<file path="src/rtl/mips_pkg.sv">
//============================================================================
// Module  : mips_pkg
// Brief   : Shared definitions for the ID/EX stage: packed control word
//           layout, return-address register index, forwarding selects.
// Revision: 1.0 - initial release
//============================================================================
`default_nettype none

package mips_pkg;

    localparam int ALUOP_WIDTH = 6;
    localparam int CTRL_WIDTH  = ALUOP_WIDTH + 9;

    // Bit positions inside the packed control word (LSB first)
    localparam int CTRL_MEMWRITE  = 0;
    localparam int CTRL_MEMREAD   = 1;
    localparam int CTRL_BRANCH    = 2;
    localparam int CTRL_JUMP      = 3;
    localparam int CTRL_ALUSRC    = 4;
    localparam int CTRL_ISSIGNED  = 5;
    localparam int CTRL_MEMTOREG  = 6;
    localparam int CTRL_REGDEST   = 7;
    localparam int CTRL_REGWRITE  = 8;
    localparam int CTRL_ALUOP_LSB = 9;

    // jal writes its link address here
    localparam int REG_RA = 31;

    // Operand source selects presented to EX
    typedef enum logic [1:0] {
        FWD_REGFILE = 2'b00,
        FWD_EXMEM   = 2'b01,
        FWD_MEMWB   = 2'b10
    } fwd_sel_e;

endpackage

`default_nettype wire

</file>
<file path="src/rtl/id_ex_stage_hazard_unit.sv">
//============================================================================
// Module  : hazard_unit
// Brief   : Combinational hazard detection and forwarding select for the
//           instruction sitting in ID. Compile-time option ID_EX_FWD_EN
//           selects forwarding (only load-use interlocks) versus a full
//           RAW interlock with no forwarding.
// Revision: 1.0 - initial release
//============================================================================
`default_nettype none

module hazard_unit
    import mips_pkg::*;
#(
    parameter int REG_ADDR_WIDTH = 5
) (
    input  logic                      ex_mem_read,
    input  logic                      ex_reg_write,
    input  logic [REG_ADDR_WIDTH-1:0] ex_dest,
    input  logic                      mem_reg_write,
    input  logic [REG_ADDR_WIDTH-1:0] mem_dest,
    input  logic [REG_ADDR_WIDTH-1:0] id_rs,
    input  logic [REG_ADDR_WIDTH-1:0] id_rt,
    output logic                      hazard,
    output fwd_sel_e                  fwd_a,
    output fwd_sel_e                  fwd_b
);

    // Register 0 is hardwired to zero, so a write to it never creates a dependency
    function automatic logic reg_match(input logic [REG_ADDR_WIDTH-1:0] dst,
                                       input logic [REG_ADDR_WIDTH-1:0] src);
        return (dst != '0) && (dst == src);
    endfunction

    logic w_ex_rs, w_ex_rt, w_mem_rs, w_mem_rt, w_load_use;

    assign w_ex_rs    = reg_match(ex_dest, id_rs);
    assign w_ex_rt    = reg_match(ex_dest, id_rt);
    assign w_mem_rs   = reg_match(mem_dest, id_rs);
    assign w_mem_rt   = reg_match(mem_dest, id_rt);
    assign w_load_use = ex_mem_read && (w_ex_rs || w_ex_rt);

`ifdef ID_EX_FWD_EN
    // Youngest writer wins: the EX occupant becomes EX/MEM, the MEM occupant becomes MEM/WB
    always_comb begin
        hazard = w_load_use;
        fwd_a  = FWD_REGFILE;
        fwd_b  = FWD_REGFILE;
        if (ex_reg_write && w_ex_rs)
            fwd_a = FWD_EXMEM;
        else if (mem_reg_write && w_mem_rs)
            fwd_a = FWD_MEMWB;
        if (ex_reg_write && w_ex_rt)
            fwd_b = FWD_EXMEM;
        else if (mem_reg_write && w_mem_rt)
            fwd_b = FWD_MEMWB;
    end
`else
    // No bypass paths: interlock until the producer reaches WB (write-through regfile)
    always_comb begin
        hazard = w_load_use
              || (ex_reg_write  && (w_ex_rs  || w_ex_rt))
              || (mem_reg_write && (w_mem_rs || w_mem_rt));
        fwd_a  = FWD_REGFILE;
        fwd_b  = FWD_REGFILE;
    end
`endif

endmodule

`default_nettype wire

</file>
<file path="src/rtl/id_ex_stage.sv">
//============================================================================
// Module  : id_ex_stage
// Brief   : ID/EX pipeline register with hold/flush/bubble priority and
//           the stall output to PC and IF/ID. Optional forwarding selects
//           are enabled by defining ID_EX_FWD_EN.
// Revision: 1.0 - initial release
//============================================================================
`default_nettype none

module id_ex_stage
    import mips_pkg::*;
#(
    parameter int DATA_WIDTH     = 32,
    parameter int REG_ADDR_WIDTH = 5,
    parameter int ALUOP_WIDTH    = 6
) (
    input  logic                      clk,
    input  logic                      rst,
    input  logic [ALUOP_WIDTH+8:0]    id_ctrl,
    input  logic                      id_jal,
    input  logic [DATA_WIDTH-1:0]     id_rs_data,
    input  logic [DATA_WIDTH-1:0]     id_rt_data,
    input  logic [DATA_WIDTH-1:0]     id_imm,
    input  logic [REG_ADDR_WIDTH-1:0] id_rs,
    input  logic [REG_ADDR_WIDTH-1:0] id_rt,
    input  logic [REG_ADDR_WIDTH-1:0] id_rd,
    input  logic                      hold,
    input  logic                      flush,
    input  logic                      mem_reg_write,
    input  logic [REG_ADDR_WIDTH-1:0] mem_dest,
    input  logic                      wb_reg_write,
    input  logic [REG_ADDR_WIDTH-1:0] wb_dest,
    output logic                      stall,
    output logic [ALUOP_WIDTH+8:0]    ex_ctrl,
    output logic                      ex_jal,
    output logic [DATA_WIDTH-1:0]     ex_rs_data,
    output logic [DATA_WIDTH-1:0]     ex_rt_data,
    output logic [DATA_WIDTH-1:0]     ex_imm,
    output logic [REG_ADDR_WIDTH-1:0] ex_rs,
    output logic [REG_ADDR_WIDTH-1:0] ex_rt,
    output logic [REG_ADDR_WIDTH-1:0] ex_dest,
    output logic [1:0]                ex_fwd_a,
    output logic [1:0]                ex_fwd_b
);

    localparam int CTRL_W = ALUOP_WIDTH + 9;

    logic [CTRL_W-1:0]         r_ctrl;
    logic                      r_jal;
    logic [DATA_WIDTH-1:0]     r_rs_data, r_rt_data, r_imm;
    logic [REG_ADDR_WIDTH-1:0] r_rs, r_rt, r_dest;
    logic [1:0]                r_fwd_a, r_fwd_b;

    logic                      w_hazard;
    fwd_sel_e                  w_fwd_a, w_fwd_b;
    logic [REG_ADDR_WIDTH-1:0] w_load_dest;
    logic                      w_wb_unused;

    // The regfile writes through, so the WB writer is visible in ID already
    assign w_wb_unused = wb_reg_write ^ (^wb_dest);

    hazard_unit #(
        .REG_ADDR_WIDTH (REG_ADDR_WIDTH)
    ) u_hazard_unit (
        .ex_mem_read   (r_ctrl[CTRL_MEMREAD]),
        .ex_reg_write  (r_ctrl[CTRL_REGWRITE]),
        .ex_dest       (r_dest),
        .mem_reg_write (mem_reg_write),
        .mem_dest      (mem_dest),
        .id_rs         (id_rs),
        .id_rt         (id_rt),
        .hazard        (w_hazard),
        .fwd_a         (w_fwd_a),
        .fwd_b         (w_fwd_b)
    );

    assign w_load_dest = id_jal                 ? REG_ADDR_WIDTH'(REG_RA) :
                         id_ctrl[CTRL_REGDEST]  ? id_rd : id_rt;

    // A flushed ID instruction dies, so it need not be re-presented
    assign stall = !rst && (hold || (!flush && w_hazard));

    // Pipeline register: hold > flush > hazard bubble > load
    always_ff @(posedge clk or posedge rst) begin
        if (rst) begin
            r_ctrl    <= '0;
            r_jal     <= 1'b0;
            r_rs_data <= '0;
            r_rt_data <= '0;
            r_imm     <= '0;
            r_rs      <= '0;
            r_rt      <= '0;
            r_dest    <= '0;
            r_fwd_a   <= FWD_REGFILE;
            r_fwd_b   <= FWD_REGFILE;
        end else if (hold) begin
            r_ctrl <= r_ctrl;
        end else if (flush || w_hazard) begin
            r_ctrl    <= '0;
            r_jal     <= 1'b0;
            r_rs_data <= '0;
            r_rt_data <= '0;
            r_imm     <= '0;
            r_rs      <= '0;
            r_rt      <= '0;
            r_dest    <= '0;
            r_fwd_a   <= FWD_REGFILE;
            r_fwd_b   <= FWD_REGFILE;
        end else begin
            r_ctrl    <= id_ctrl;
            r_jal     <= id_jal;
            r_rs_data <= id_rs_data;
            r_rt_data <= id_rt_data;
            r_imm     <= id_imm;
            r_rs      <= id_rs;
            r_rt      <= id_rt;
            r_dest    <= w_load_dest;
            r_fwd_a   <= w_fwd_a;
            r_fwd_b   <= w_fwd_b;
        end
    end

    assign ex_ctrl    = r_ctrl;
    assign ex_jal     = r_jal;
    assign ex_rs_data = r_rs_data;
    assign ex_rt_data = r_rt_data;
    assign ex_imm     = r_imm;
    assign ex_rs      = r_rs;
    assign ex_rt      = r_rt;
    assign ex_dest    = r_dest;
    assign ex_fwd_a   = r_fwd_a;
    assign ex_fwd_b   = r_fwd_b;

endmodule

`default_nettype wire
</file>
<file path="config.mk">
export PLATFORM = sky130hd
export DESIGN_NAME = id_ex_stage
export DESIGN_NICKNAME = d
export VERILOG_FILES = /design/src/rtl/mips_pkg.sv /design/src/rtl/id_ex_stage_hazard_unit.sv /design/src/rtl/id_ex_stage.sv
export SDC_FILE = /design/constraint.sdc
export NUM_CORES = 1
export LEC_CHECK = 0
export CORE_UTILIZATION = 36
export CTS_BUF_LIST = sky130_fd_sc_hd__clkbuf_16
export CTS_CLUSTER_DIAMETER = 30
export CTS_CLUSTER_SIZE = 40
export DETAILED_ROUTE_END_ITERATION = 10
export PLACE_DENSITY = 0.89
export SLEW_MARGIN = 20
export SYNTH_ARGS = -nofsm -noshare
export SYNTH_HDL_FRONTEND = slang
export SYNTH_SLANG_ARGS = --single-unit
</file>
<file path="constraint.sdc">
create_clock -name clk -period 4.4 [get_ports clk]
set_input_delay 0.66 -clock clk [delete_from_list [all_inputs] [get_ports clk]]
set_output_delay 0.66 -clock clk [all_outputs]
set_load 0.01 [all_outputs]
</file>
==> results.cfg <==
[die]
start_util_pct = 37.1
die_x_um = 122
chipHeight_um = 122
core_area_mm2 = 0.0139
io_pins = 275
row_count = 43
dieArea_mm2 = 0.0148

[run]
cap_violations = 0

[synth]
syn_area_per_cell_um2 = 14.2
yosysWarnings = 0
ys_ff_latch = 127
synth-seq-area-share_pct = 61.5
synth_edf_count = 0
synth_top_area_share_pct = 61.5
synthesis.instances = 364
synth_top_area_cell = dfrtp_1
synth-main-ff-cell = dfrtp_1
netlist_top_cells_area = dfrtp_1, a32o_1, xnor2_1, buf_6, clkbuf_1
synth_area_mm2 = 0.00517
ys_types = 22
ys_async_sr_fraction_pct = 100

[cts]
cts_setup_buffers = 0
cts.clk_slew.worst_paths_ns = 0.06
numCtsBuffers = 17
hold_buffers = 0
htreeDepth = 4
tritoncts = yes
cts-resized-gates = 0
cts.sinks = 127
clk_latency_ns = 0.40
clk_path_buf_depth = 2
root_buffer = clkbuf_16

[setup_path]
path_common_cell = clkdlybuf4s50_1
cp.arrival_ns = 2.69
critical-path-max-stage-delay_ns = 0.60
crit_chain = clkdlybuf4s50_1 -> xnor2_1 -> nand3_1 -> o22ai_1 -> a32oi_4 -> o31ai_1 -> clkdlybuf4s50_1
cp_top_family = buffers and inverters
cpMaxStageDelayCell = clkdlybuf4s50_1
cp_max_fo = 4
start_kind = input port
required_ns = 3.74
crit_buf_inv = 2
end_kind = output pin
critPathKind = input port to output pin

[power]
pwr-share-comb_pct = 19.4
ir_drop_mv = 0.267
p_leak_nw = 3.39
powerDensity_mw_per_mm2 = 400
p_sw_w = 0.000821
swShare_pct = 24.4
p_seq_share_pct = 40.0
intPower_w = 0.00254
total_power_w = 0.00336
p_clk_share_pct = 40.6

[hold_path]
hold_path.class = flop to flop

[timing]
finalSetupViolations = 0
tightest_slew_ns = 0.923
min_period_over_period_pct = 76.2
finalSetupTns_ns = 0
slew_headroom_pct = 38.4
rsz0062_at_grt = no
min_period_ns = 3.35
fmaxAchievable_ghz = 0.298
skew_ns = 0.00668
hold_viol = 0
drv_slew = 0

[cells_and_area]
final_cell_mix = clkdlybuf4s50_1, dfrtp_1, a32o_1
final_nets = 751
layout-drive-gt1-share_pct = 6.13
mostFrequentLayoutCell = clkdlybuf4s50_1
diodes = 0
fin_area_mm2 = 0.00840
fillers = 1100
area_growth_pct = 62.6

[detailed_routing]
vias = 4412
antenna_left = 0
viasPerCell = 5.52
drc = 0
wl_um = 15600
drt-initial-drc-count = 272
drt-wirelength-per-cell_um = 19.5
drt_pass1_iterations = 5

[global_routing]
grt.overflow.total = 0
grt_pass1_wl_um = 23700
grtUsageTotal_pct = 20.9
grt_max_degree = 76
grt_pass1_vias = 4648
antenna_found_initial = 0

[placement]
placed_area_mm2 = 0.00783
hpwlAfterDp_um = 10600
port_buffers = 264
place_congestion = 0.809

[run_status]
outcome = finished clean
[path summary, 6_finish.rpt]
check                                       start                          to  slack [ns]  depth (start not counted)
setup reg to reg           ex_dest[0]$_DFFE_PP0N_  ex_rt_data[22]$_DFFE_PP0N_        1.35                          6
min in group asynchronous                     rst        ex_rt[3]$_DFFE_PP0N_        0.83                          3
hold / removal              ex_imm[4]$_DFFE_PP0N_       ex_imm[4]$_DFFE_PP0N_        0.49                          1
hold reg to reg             ex_imm[4]$_DFFE_PP0N_       ex_imm[4]$_DFFE_PP0N_        0.49                          1
max in group asynchronous                     rst      ex_imm[12]$_DFFE_PP0N_        2.16                          4
setup / recovery                         id_rt[0]                       stall        1.05                          7
[power groups by stage]
| stage | clock, W | sequential (W) | combinational (W) |
|---|---|---|---|
| 3_3_place_gp | 0 | 0.00135 | 0.000637 |
| 4_1_cts | 0.00139 | 0.00134 | 0.000658 |
| 5_1_grt | 0.00145 | 0.00135 | 0.000695 |
| 6_report | 0.00136 | 0.00134 | 0.000652 |
| 2_1_floorplan | 0 | 0.00140 | 0.000222 |
| 3_5_place_dp | 0 | 0.00136 | 0.000653 |
[registers in the layout, summed over array words and instances (netlist names)]
| register | flops |
|---|---|
| ex_imm | 32 |
| ex_rs_data | 32 |
| ex_rt_data | 32 |
| ex_ctrl | 15 |
| ex_dest | 5 |
| ex_rs | 5 |
| ex_rt | 5 |
| ex_jal | 1 |
[metrics by stage]
step / worst slack [ns] / hold slack (ns) / std cells / utilization, %
2_1_floorplan: 0.0985 / 0.487 / 367 / -
3_3_place_gp: 1.03 / 0.472 / 769 / 56.2
3_5_place_dp: 0.939 / 0.479 / 769 / 56.2
5_1_grt: 0.952 / 0.501 / 800 / 60.3
6_report: 1.05 / 0.490 / 800 / 60.3
4_1_cts: 1.03 / 0.492 / 800 / 60.3
[synthesized netlist by cell type (2+ instances only)]
cell type	instances
nor2_1	2
buf_6	11
a22o_1	10
nor2b_1	5
buf_4	8
a211o_1	5
xnor2_1	20
dfrtp_1	127
nor3b_1	10
clkbuf_1	29
a32o_1	117
nand2_1	6
nand3_1	4
o22ai_1	2
[cells by family after synthesis]
logic type / share of synthesized area, %
DFF: 61.5
buffers and inverters: 5.84
and+or+nand+nor: 3.27
other: 0.0726
AOI/OAI and AO/OA: 25.9
xor gates and xnor gates: 3.39
[area by class of cell]
cell class                      count  area, um^2  area share (%)
Sequential cell                   127        3180            37.8
Inverter                            1        6.26          0.0744
Clock inverter                     14         151            1.80
Multi-Input combinational cell    190        1730            20.5
Clock buffer                       17         425            5.06
Timing Repair Buffer              271        2690            32.0
Tap cell                          180         225            2.68
[layer usage]
layer	share of wire [%]	track usage (%)	wire length, um
met5	0	0	0
met4	2.1	7.56	321
met3	8.2	8.10	1270
met2	53	36.5	8180
met1	37	23.0	5790
(Power assumes the default switching activity.)
